`src/rtl/clock_display_driver.sv`:
```
// Scans the time bus as four seven-segment digits plus AM/PM and colon LEDs.
// Optional macro COLON_BLINK_EN makes the colon blink every BLINK_FRAMES frames.
module clock_display_driver #(
  parameter int unsigned SCAN_DIV     = 1000,
  parameter int unsigned BLINK_FRAMES = 125
) (
  input  logic        clk_i,
  input  logic        rst_i,
  input  logic        enable_i,
  input  logic [10:0] display_bus_i,
  output logic [6:0]  seg_o,
  output logic [3:0]  dig_sel_o,
  output logic        am_pm_led_o,
  output logic        colon_o
);

  localparam int unsigned PreW = $clog2(SCAN_DIV);
  localparam logic [PreW-1:0] PreLast = PreW'(SCAN_DIV - 1);

  logic [PreW-1:0] prescaler_q, prescaler_d;
  logic [1:0]      digitIdx_q, digitIdx_d;
  logic [10:0]     snapshot_q, snapshot_d;
  logic [6:0]      seg_d;
  logic [3:0]      digSel_d;
  logic            amPm_d;
  logic            colon_d;
  logic            preTerm;
  logic            frameWrap;

  logic [3:0] hours;
  logic [5:0] minutes;
  logic       invalid;
  logic       hrTens;
  logic [3:0] hrOnes;
  logic [2:0] minTens;
  logic [3:0] minOnes;
  logic [6:0] digitSeg;

  function automatic logic [6:0] segOf(input logic [3:0] digit);
    case (digit)
      4'd0:    segOf = 7'h3F;
      4'd1:    segOf = 7'h06;
      4'd2:    segOf = 7'h5B;
      4'd3:    segOf = 7'h4F;
      4'd4:    segOf = 7'h66;
      4'd5:    segOf = 7'h6D;
      4'd6:    segOf = 7'h7D;
      4'd7:    segOf = 7'h07;
      4'd8:    segOf = 7'h7F;
      4'd9:    segOf = 7'h6F;
      default: segOf = 7'h00;
    endcase
  endfunction

  // The snapshot only reloads at a frame boundary, so one frame never mixes two bus values.
  always_comb begin
    preTerm     = enable_i && (prescaler_q == PreLast);
    frameWrap   = preTerm && (digitIdx_q == 2'd3);
    prescaler_d = '0;
    digitIdx_d  = '0;
    snapshot_d  = display_bus_i;
    if (enable_i) begin
      prescaler_d = preTerm ? '0 : prescaler_q + PreW'(1);
      digitIdx_d  = preTerm ? digitIdx_q + 2'd1 : digitIdx_q;
      snapshot_d  = frameWrap ? display_bus_i : snapshot_q;
    end
  end

  always_comb begin
    hours   = snapshot_q[9:6];
    minutes = snapshot_q[5:0];
    invalid = (hours == 4'd0) || (hours > 4'd12) || (minutes > 6'd59);
    hrTens  = (hours >= 4'd10);
    hrOnes  = hrTens ? hours - 4'd10 : hours;
    if (minutes >= 6'd50)      minTens = 3'd5;
    else if (minutes >= 6'd40) minTens = 3'd4;
    else if (minutes >= 6'd30) minTens = 3'd3;
    else if (minutes >= 6'd20) minTens = 3'd2;
    else if (minutes >= 6'd10) minTens = 3'd1;
    else                       minTens = 3'd0;
    minOnes = 4'(minutes - 6'(minTens) * 6'd10);
    case (digitIdx_q)
      2'd0:    digitSeg = segOf(minOnes);
      2'd1:    digitSeg = segOf({1'b0, minTens});
      2'd2:    digitSeg = segOf(hrOnes);
      default: digitSeg = hrTens ? 7'h06 : 7'h00;
    endcase
    if (invalid) digitSeg = 7'h40;
  end

  always_comb begin
    seg_d    = '0;
    digSel_d = '0;
    amPm_d   = 1'b0;
    if (enable_i) begin
      seg_d    = digitSeg;
      digSel_d = 4'b0001 << digitIdx_q;
      amPm_d   = snapshot_q[10];
    end
  end

  always_ff @(posedge clk_i or posedge rst_i) begin
    if (rst_i) begin
      prescaler_q <= '0;
      digitIdx_q  <= '0;
      snapshot_q  <= '0;
      seg_o       <= '0;
      dig_sel_o   <= '0;
      am_pm_led_o <= 1'b0;
      colon_o     <= 1'b0;
    end else begin
      prescaler_q <= prescaler_d;
      digitIdx_q  <= digitIdx_d;
      snapshot_q  <= snapshot_d;
      seg_o       <= seg_d;
      dig_sel_o   <= digSel_d;
      am_pm_led_o <= amPm_d;
      colon_o     <= colon_d;
    end
  end

`ifdef COLON_BLINK_EN
  localparam int unsigned FrameW = (BLINK_FRAMES > 1) ? $clog2(BLINK_FRAMES) : 1;
  localparam logic [FrameW-1:0] FrameLast = FrameW'(BLINK_FRAMES - 1);

  logic [FrameW-1:0] frameCnt_q, frameCnt_d;
  logic              colonOff_q, colonOff_d;
  logic              blinkTerm;

  // colonOff is cleared while disabled so the colon always comes back lit.
  always_comb begin
    blinkTerm  = frameWrap && (frameCnt_q == FrameLast);
    frameCnt_d = '0;
    colonOff_d = 1'b0;
    if (enable_i) begin
      frameCnt_d = frameCnt_q;
      colonOff_d = colonOff_q;
      if (frameWrap) begin
        frameCnt_d = blinkTerm ? '0 : frameCnt_q + FrameW'(1);
        colonOff_d = colonOff_q ^ blinkTerm;
      end
    end
    colon_d = enable_i & ~colonOff_q;
  end

  always_ff @(posedge clk_i or posedge rst_i) begin
    if (rst_i) begin
      frameCnt_q <= '0;
      colonOff_q <= 1'b0;
    end else begin
      frameCnt_q <= frameCnt_d;
      colonOff_q <= colonOff_d;
    end
  end
`else
  assign colon_d = enable_i & (BLINK_FRAMES > 0);
`endif

endmodule

```
`config.mk`:
```
export PLATFORM = sky130hd
export DESIGN_NAME = clock_display_driver
export DESIGN_NICKNAME = d
export VERILOG_FILES = /design/src/rtl/clock_display_driver.sv
export SDC_FILE = /design/constraint.sdc
export NUM_CORES = 1
export LEC_CHECK = 0
export ABC_AREA = 1
export BUFFER_PORTS_ARGS = -buffer_cell sky130_fd_sc_hd__clkbuf_2
export CORE_UTILIZATION = 55
export CTS_CLUSTER_DIAMETER = 60
export CTS_CLUSTER_SIZE = 28
export DETAILED_ROUTE_END_ITERATION = 8
export PLACE_DENSITY_LB_ADDON = 0.25
export SKIP_LAST_GASP = 1
export SLEW_MARGIN = 0
export SYNTH_ARGS = -nofsm -noshare
export SYNTH_HDL_FRONTEND = slang
export SYNTH_SLANG_ARGS = --single-unit
```
`constraint.sdc`:
```
create_clock -name clk_i -period 3.2 [get_ports clk_i]
set_input_delay 0.16 -clock clk_i [delete_from_list [all_inputs] [get_ports clk_i]]
set_output_delay 0.16 -clock clk_i [all_outputs]
set_load 0.05 [all_outputs]
```
==> results of run 1 <==
-- metal layers --
metal / track usage, % / up-vias
li1: - / 982
met1: 30.4 / 835
met2: 35.1 / 45
met3: 5.65 / 6
met4: 7.98 / 0
met5: 0 / -
-- kinds of logic after synthesis --
kind of cell,Yosys count,synth area share [%]
simple gates,138,27.5
buf+inv,49,8.68
compound gates,40,9.92
flops,36,39.0
fa+ha+maj,24,13.3
xor+xnor,4,1.52
-- path summary, 6_finish.rpt --
check / from / end / slack (ns)
setup / recovery: snapshot_q[3]$_DFFE_PP0P_ / seg_o[1]$_DFF_PP0_ / 0.61
hold / removal: display_bus_i[3] / snapshot_q[3]$_DFFE_PP0P_ / 0.07
setup reg to reg: snapshot_q[3]$_DFFE_PP0P_ / seg_o[1]$_DFF_PP0_ / 0.61
hold reg to reg: snapshot_q[10]$_DFFE_PP0P_ / am_pm_led_o$_DFF_PP0_ / 0.47
max in group asynchronous: rst_i / snapshot_q[1]$_DFFE_PP0P_ / 1.95
min in group asynchronous: rst_i / colon_o$_DFF_PP0_ / 0.51
-- layout by cell type (no fill, tap or decap), types with 2 or more instances in the layout --
master,synthesis,routed
nand2_2,5,5
inv_2,2,2
ha_1,23,23
dfrtp_1,36,36
nor3b_1,2,2
nand3_1,17,17
o21ai_0,10,10
clkbuf_2,0,26
xor2_1,4,4
nand2_1,66,66
a21oi_2,2,2
nor3_1,3,3
o21ai_1,6,6
o211ai_1,2,2
clkbuf_8,0,6
inv_1,40,40
buf_4,0,2
a31oi_1,5,5
nand4_1,2,2
a21oi_1,13,13
nand2_4,3,3
nand3_2,3,3
nor2_1,32,32
-- metrics by stage --
| step | hold WS (ns) | std cells |
|---|---|---|
| 6_report | 0.0696 | 372 |
| 3_3_place_gp | 0.292 | 363 |
| 2_1_floorplan | 0.191 | 291 |
| 3_5_place_dp | 0.304 | 363 |
| 5_1_grt | 0.0864 | 372 |
| 4_1_cts | 0.0625 | 372 |
-- critical path: stages, from the launching register on --
cell     delay [ns]
dfrtp_1        0.45
nand2_1        0.12
nor2_1         0.05
nor2_1         0.10
nand2_2        0.08
nand2_4        0.08
nand2_1        0.13
ha_1           0.24
fa_1           0.38
xor2_1         0.21
inv_1          0.08
nand3_2        0.13
nand3_4        0.11
nand3_1        0.08
nand3_1        0.08
o21a_1         0.17
-- power by group through the flow --
| stage | clock network, W | logic, W | registers (W) |
|---|---|---|---|
| after floorplan | 0 | 0.000441 | 0.000653 |
| after global placement | 0 | 0.000659 | 0.000551 |
| after detailed placement | 0 | 0.000671 | 0.000554 |
| after CTS | 0.000361 | 0.000678 | 0.000545 |
| after global routing | 0.000381 | 0.000758 | 0.000553 |
| final | 0.000351 | 0.000675 | 0.000545 |
-- state kept, by name, summed over array words and instances, names as in the netlist --
signal / cells
prescaler_q: 10
digitIdx_q: 2
colon_o: 1
am_pm_led_o: 1
dig_sel_o: 4
seg_o: 7
snapshot_q: 11
-- cell type report --
type / instances / area (sq um)
timing repair buffer: 29 / 155
clock buffer: 6 / 82.6
fill: 357 / 1420
tap: 50 / 62.6
inverter: 43 / 164
clock inverter: 2 / 13.8
sequential: 36 / 901
multi-input combinational: 206 / 1210
==> results.sh, run 1 <==
export IMPL_status="finished, final reports clean"
export IMPL_drtIter0Drc=95
export IMPL_slew_headroom_pct=49.6
export IMPL_p_sw_share_pct=42.8
export IMPL_synth_area_leaders="dfrtp_1, ha_1, nand2_1, inv_1, nor2_1"
export IMPL_total_power_w=0.00157
export IMPL_avgSynthCellArea_sq_um=7.93
export IMPL_synth_top_area_share_pct=39.0
export IMPL_synth_edf_count=0
export IMPL_cts_resized=0
export IMPL_p_switching_w=0.000673
export IMPL_clock_latency_ns=0.30
export IMPL_pre_cts_ws_ns=0.620
export IMPL_cts_tree="built"
export IMPL_hold_path_class="in2reg"
export IMPL_min_period_ns=2.59
export IMPL_yosysTopAreaCell="dfrtp_1"
export IMPL_die_w_um=66.8
export IMPL_setup_tns_ns=0
export IMPL_pin_count=27
export IMPL_skew_ns=0.00752
export IMPL_cp_required_ns=3.39
export IMPL_synth_seq_cells=36
export IMPL_nNetsFinal=359
export IMPL_syn_nets=329
export IMPL_top_layer="met4"
export IMPL_drive_above_1_share_pct=17.1
export IMPL_h_tree_depth=2
export IMPL_die_h_um=66.8
export IMPL_yosysWarnings=0
export IMPL_drv_cap=0
export IMPL_power_density_mw_per_mm2=608
export IMPL_post_cts_buffers=0
export IMPL_die_area_sq_mm=0.00446
export IMPL_arrival_ns=2.78
export IMPL_fin_util_pct=64.6
export IMPL_antenna_cells=0
export IMPL_core_area_sq_mm=0.00400
export IMPL_clkPwrFrac_pct=22.3
export IMPL_synthDistinctLibCells=31
export IMPL_async_flop_share_pct=100
export IMPL_grt_start_max_net_pins=23
export IMPL_syn_to_final_growth_pct=12.0
export IMPL_clockBufferDepth=2
export IMPL_final_cell_area_sq_mm=0.00258
export IMPL_worstMarginPinSlew_ns=0.755
export IMPL_row_count=23
export IMPL_p_int_w=0.000899
export IMPL_cts_root_buf="clkbuf_8"
export IMPL_ant_nets=0
export IMPL_met2_length_um=1980
export IMPL_irDropWorstVdd_mv=0.468
export IMPL_static_leakage_power_nw=1.40
export IMPL_cts_made_buffers=5
export IMPL_wl_per_cell_um=11.7
export IMPL_routed_wl_um=4370
export IMPL_cts_clk_slew_worst_paths_ns=0.07
export IMPL_start_util_pct=57.7
export IMPL_grt_overflow_total=0
export IMPL_ys_seq_area_share_pct=39.0
export IMPL_syn_area_sq_mm=0.00231
export IMPL_timing_final_crit_share_pct=81.1
export IMPL_wl_met3_um=179
export IMPL_drv_slew=0
export IMPL_path_max_fanout=6
export IMPL_wl_met1_um=2130
export IMPL_synthMostInstantiatedCell="nand2_1"
export IMPL_ys_top_cells_by_count="nand2_1, inv_1, dfrtp_1"
export IMPL_remaining_drc_errors=0
export IMPL_first_global_vias=1707
export IMPL_rsz0062_at_grt="false"
export IMPL_reg2regPathDepth=15
export IMPL_num_vias=1868
export IMPL_finalSetupViolCount=0
export IMPL_hold_path_cell_count=3
export IMPL_antenna_found_initial=0
export IMPL_avgViaCountPerCell=5.02
export IMPL_routabilityCongestion=0.880
export IMPL_seqPwrFrac_pct=34.7
export IMPL_hpwlAfterDp_um=3330
export IMPL_finalHoldViolations=0
export IMPL_fmax_ghz=0.385
export IMPL_track_usage_pct=22.6
export IMPL_cts_sinks=36
export IMPL_fin_ws_ns=0.606
export IMPL_worstSetupStartpointType="flip-flop"
export IMPL_grt_pass1_wl_um=7450
export IMPL_portBuffers=26
export IMPL_dpl_cell_area_sq_mm=0.00248
export IMPL_hold_buffers=1
export IMPL_firstDrtPassIters=4
export IMPL_crit_type="reg2reg"
export IMPL_combPwrFrac_pct=43.0
export IMPL_endpoint_kind="flip-flop"
export IMPL_synth_ff_type="dfrtp_1"
export IMPL_syn_inst=291
(Power assumes the default switching activity.)
==> run 2: changes to the inputs <==
- clock period: 3.2 -> 2.45 ns (I/O delays scaled with it)
==> run 2 against run 1 <==
Die area unchanged; setup slack worse by 0.56 ns; clock power up 19%; routed wire length up 0.62%; global-route usage down 0.16 points.
==> results.sh, run 2 (synthesized netlist as in run 1, its figures left out) <==
export IMPL_status="finished, final reports clean"
export IMPL_clkPwrFrac_pct=19.7
export IMPL_skew_ns=0.00627
export IMPL_hold_path_cell_count=3
export IMPL_finalSetupViolCount=0
export IMPL_fmax_ghz=0.416
export IMPL_row_count=23
export IMPL_cts_sinks=36
export IMPL_grt_overflow_total=0
export IMPL_hold_end="snapshot_q[10]$_DFFE_PP0P_"
export IMPL_antenna_cells=0
export IMPL_firstDrtPassIters=6
export IMPL_track_usage_pct=22.5
export IMPL_nNetsFinal=367
export IMPL_clock_latency_ns=0.29
export IMPL_wl_per_cell_um=11.6
export IMPL_routabilityCongestion=0.878
export IMPL_min_period_ns=2.40
export IMPL_crit_type="reg2reg"
export IMPL_drtIter0Drc=121
export IMPL_fill_cells=334
export IMPL_start_util_pct=57.7
export IMPL_endpoint_kind="flip-flop"
export IMPL_finalHoldViolations=0
export IMPL_seqPwrFrac_pct=33.7
export IMPL_reg2reg_from="snapshot_q[3]$_DFFE_PP0P_"
export IMPL_cp_required_ns=2.63
export IMPL_drive_above_1_share_pct=23.3
export IMPL_largest_register="snapshot_q"
export IMPL_power_density_mw_per_mm2=789
export IMPL_arrival_ns=2.58
export IMPL_drv_cap=0
export IMPL_timing_final_crit_share_pct=98.1
export IMPL_hpwlAfterDp_um=3250
export IMPL_core_area_sq_mm=0.00400
export IMPL_p_switching_w=0.000915
export IMPL_r2r_end="seg_o[1]$_DFF_PP0_"
export IMPL_routed_wl_um=4400
export IMPL_h_tree_depth=2
export IMPL_pre_cts_ws_ns=-0.0405
export IMPL_setup_tns_ns=0
export IMPL_num_vias=1939
export IMPL_reg_largest_list="snapshot_q (11), prescaler_q (10), seg_o (7)"
export IMPL_fin_cells=380
export IMPL_slew_headroom_pct=70.3
export IMPL_reg2reg_setup_slack_ns=0.05
export IMPL_fin_ws_ns=0.0468
export IMPL_path_max_fanout=6
export IMPL_cts_clk_slew_worst_paths_ns=0.07
export IMPL_die_w_um=66.8
export IMPL_pin_count=27
export IMPL_min_from="display_bus_i[10]"
export IMPL_irDropWorstVdd_mv=0.564
export IMPL_drv_slew=0
export IMPL_hold_path_class="in2reg"
export IMPL_dpl_cell_count=369
export IMPL_whs_ns=0.0499
export IMPL_p_int_w=0.00120
export IMPL_antenna_found_initial=0
export IMPL_remaining_drc_errors=0
export IMPL_clockBufferDepth=2
export IMPL_avgViaCountPerCell=5.10
export IMPL_mostFrequentLayoutCells="nand2_1, inv_1, dfrtp_1"
export IMPL_combPwrFrac_pct=46.7
export IMPL_syn_to_final_growth_pct=16.5
export IMPL_static_leakage_power_nw=1.44
export IMPL_largest_reg_flops=11
export IMPL_worstMarginPinSlew_ns=0.446
export IMPL_cts_tree="built"
export IMPL_final_common_cell="nand2_1"
export IMPL_grt_pass1_wl_um=7650
export IMPL_die_h_um=66.8
export IMPL_first_global_vias=1816
export IMPL_grt_start_max_net_pins=37
export IMPL_rsz0062_at_grt="true"
export IMPL_p_sw_share_pct=43.2
export IMPL_cts_root_buf="clkbuf_8"
export IMPL_ant_nets=0
export IMPL_dpl_cell_area_sq_mm=0.00252
export IMPL_startpoint="snapshot_q[3]$_DFFE_PP0P_"
export IMPL_die_area_sq_mm=0.00446
export IMPL_portBuffers=26
export IMPL_cts_made_buffers=5
export IMPL_final_cell_area_sq_mm=0.00269
export IMPL_worstSetupStartpointType="flip-flop"
export IMPL_reg2regPathDepth=15
run 2: cell count changes in the layout (fill, tap and decap cells not counted), sizes merged:
| cell | previous run | this run |
|---|---|---|
| inv | 44 | 43 |
| buf | 2 | 10 |
| clkinv | 1 | 3 |
| clkbuf | 32 | 31 |
run 2: area by class of cell:
type                            count  area (sq um)  area share [%]
Timing Repair Buffer               37           215            8.01
Clock buffer                        5          68.8            2.56
Multi-Input combinational cell    206          1260            46.7
Inverter                           43           164            6.10
Tap cell                           50          62.6            2.33
Sequential cell                    36           902            33.6
Clock inverter                      3          18.8           0.698
run 2: timing repair:
item                                   in CTS  in global routing
pin swaps                                   0                 12
setup buffers                               1                  1
setup endpoints to repair                   3                  7
resized for setup                           3                 13
cloned                                      0                  0
hold buffers                                1                  0
endpoints found under the hold margin      36                  0
run 2: power groups by stage:
stage	Clock, W	Combinational [W]	Sequential [W]
floorplan	0	0.000576	0.000853
global route	0.000451	0.00111	0.000725
detailed placement	0	0.000918	0.000723
global placement	0	0.000897	0.000720
finish	0.000417	0.000989	0.000713
CTS	0.000425	0.000940	0.000712
run 2: worst max path at each step:
stage	to	cells after the start
final	seg_o[1]$_DFF_PP0_	15
after global routing	seg_o[1]$_DFF_PP0_	15
after CTS	seg_o[2]$_DFF_PP0_	17
after detailed placement	seg_o[1]$_DFF_PP0_	15
after global placement	seg_o[1]$_DFF_PP0_	15
after floorplan	seg_o[2]$_DFF_PP0_	16
run 2: metal layers:
layer  vias up  track usage (%)  wire length, um
met1       870             30.5             2110
met3         6             5.65              243
met4         0             6.12               43
li1        998                -                -
met5         -                0                0
met2        65             35.4             2000
run 2: stage by stage:
stage,utilization [%],total power (W)
final,67.2,0.00212
after floorplan,-,0.00143
after global placement,63.1,0.00162
after CTS,66.0,0.00208
after global routing,67.2,0.00229
after detailed placement,63.1,0.00164
run 2: worst max-delay path, stage by stage (launching register included):
cell	delay, ns
dfrtp_2	0.45
nand2_2	0.09
nor2_2	0.04
nor2_1	0.12
nand2_2	0.08
nand2_4	0.07
nand2_4	0.05
ha_4	0.16
fa_2	0.39
xor2_2	0.21
inv_1	0.07
nand3_2	0.11
nand3_4	0.10
nand3_2	0.09
nand3_2	0.07
o21a_1	0.19
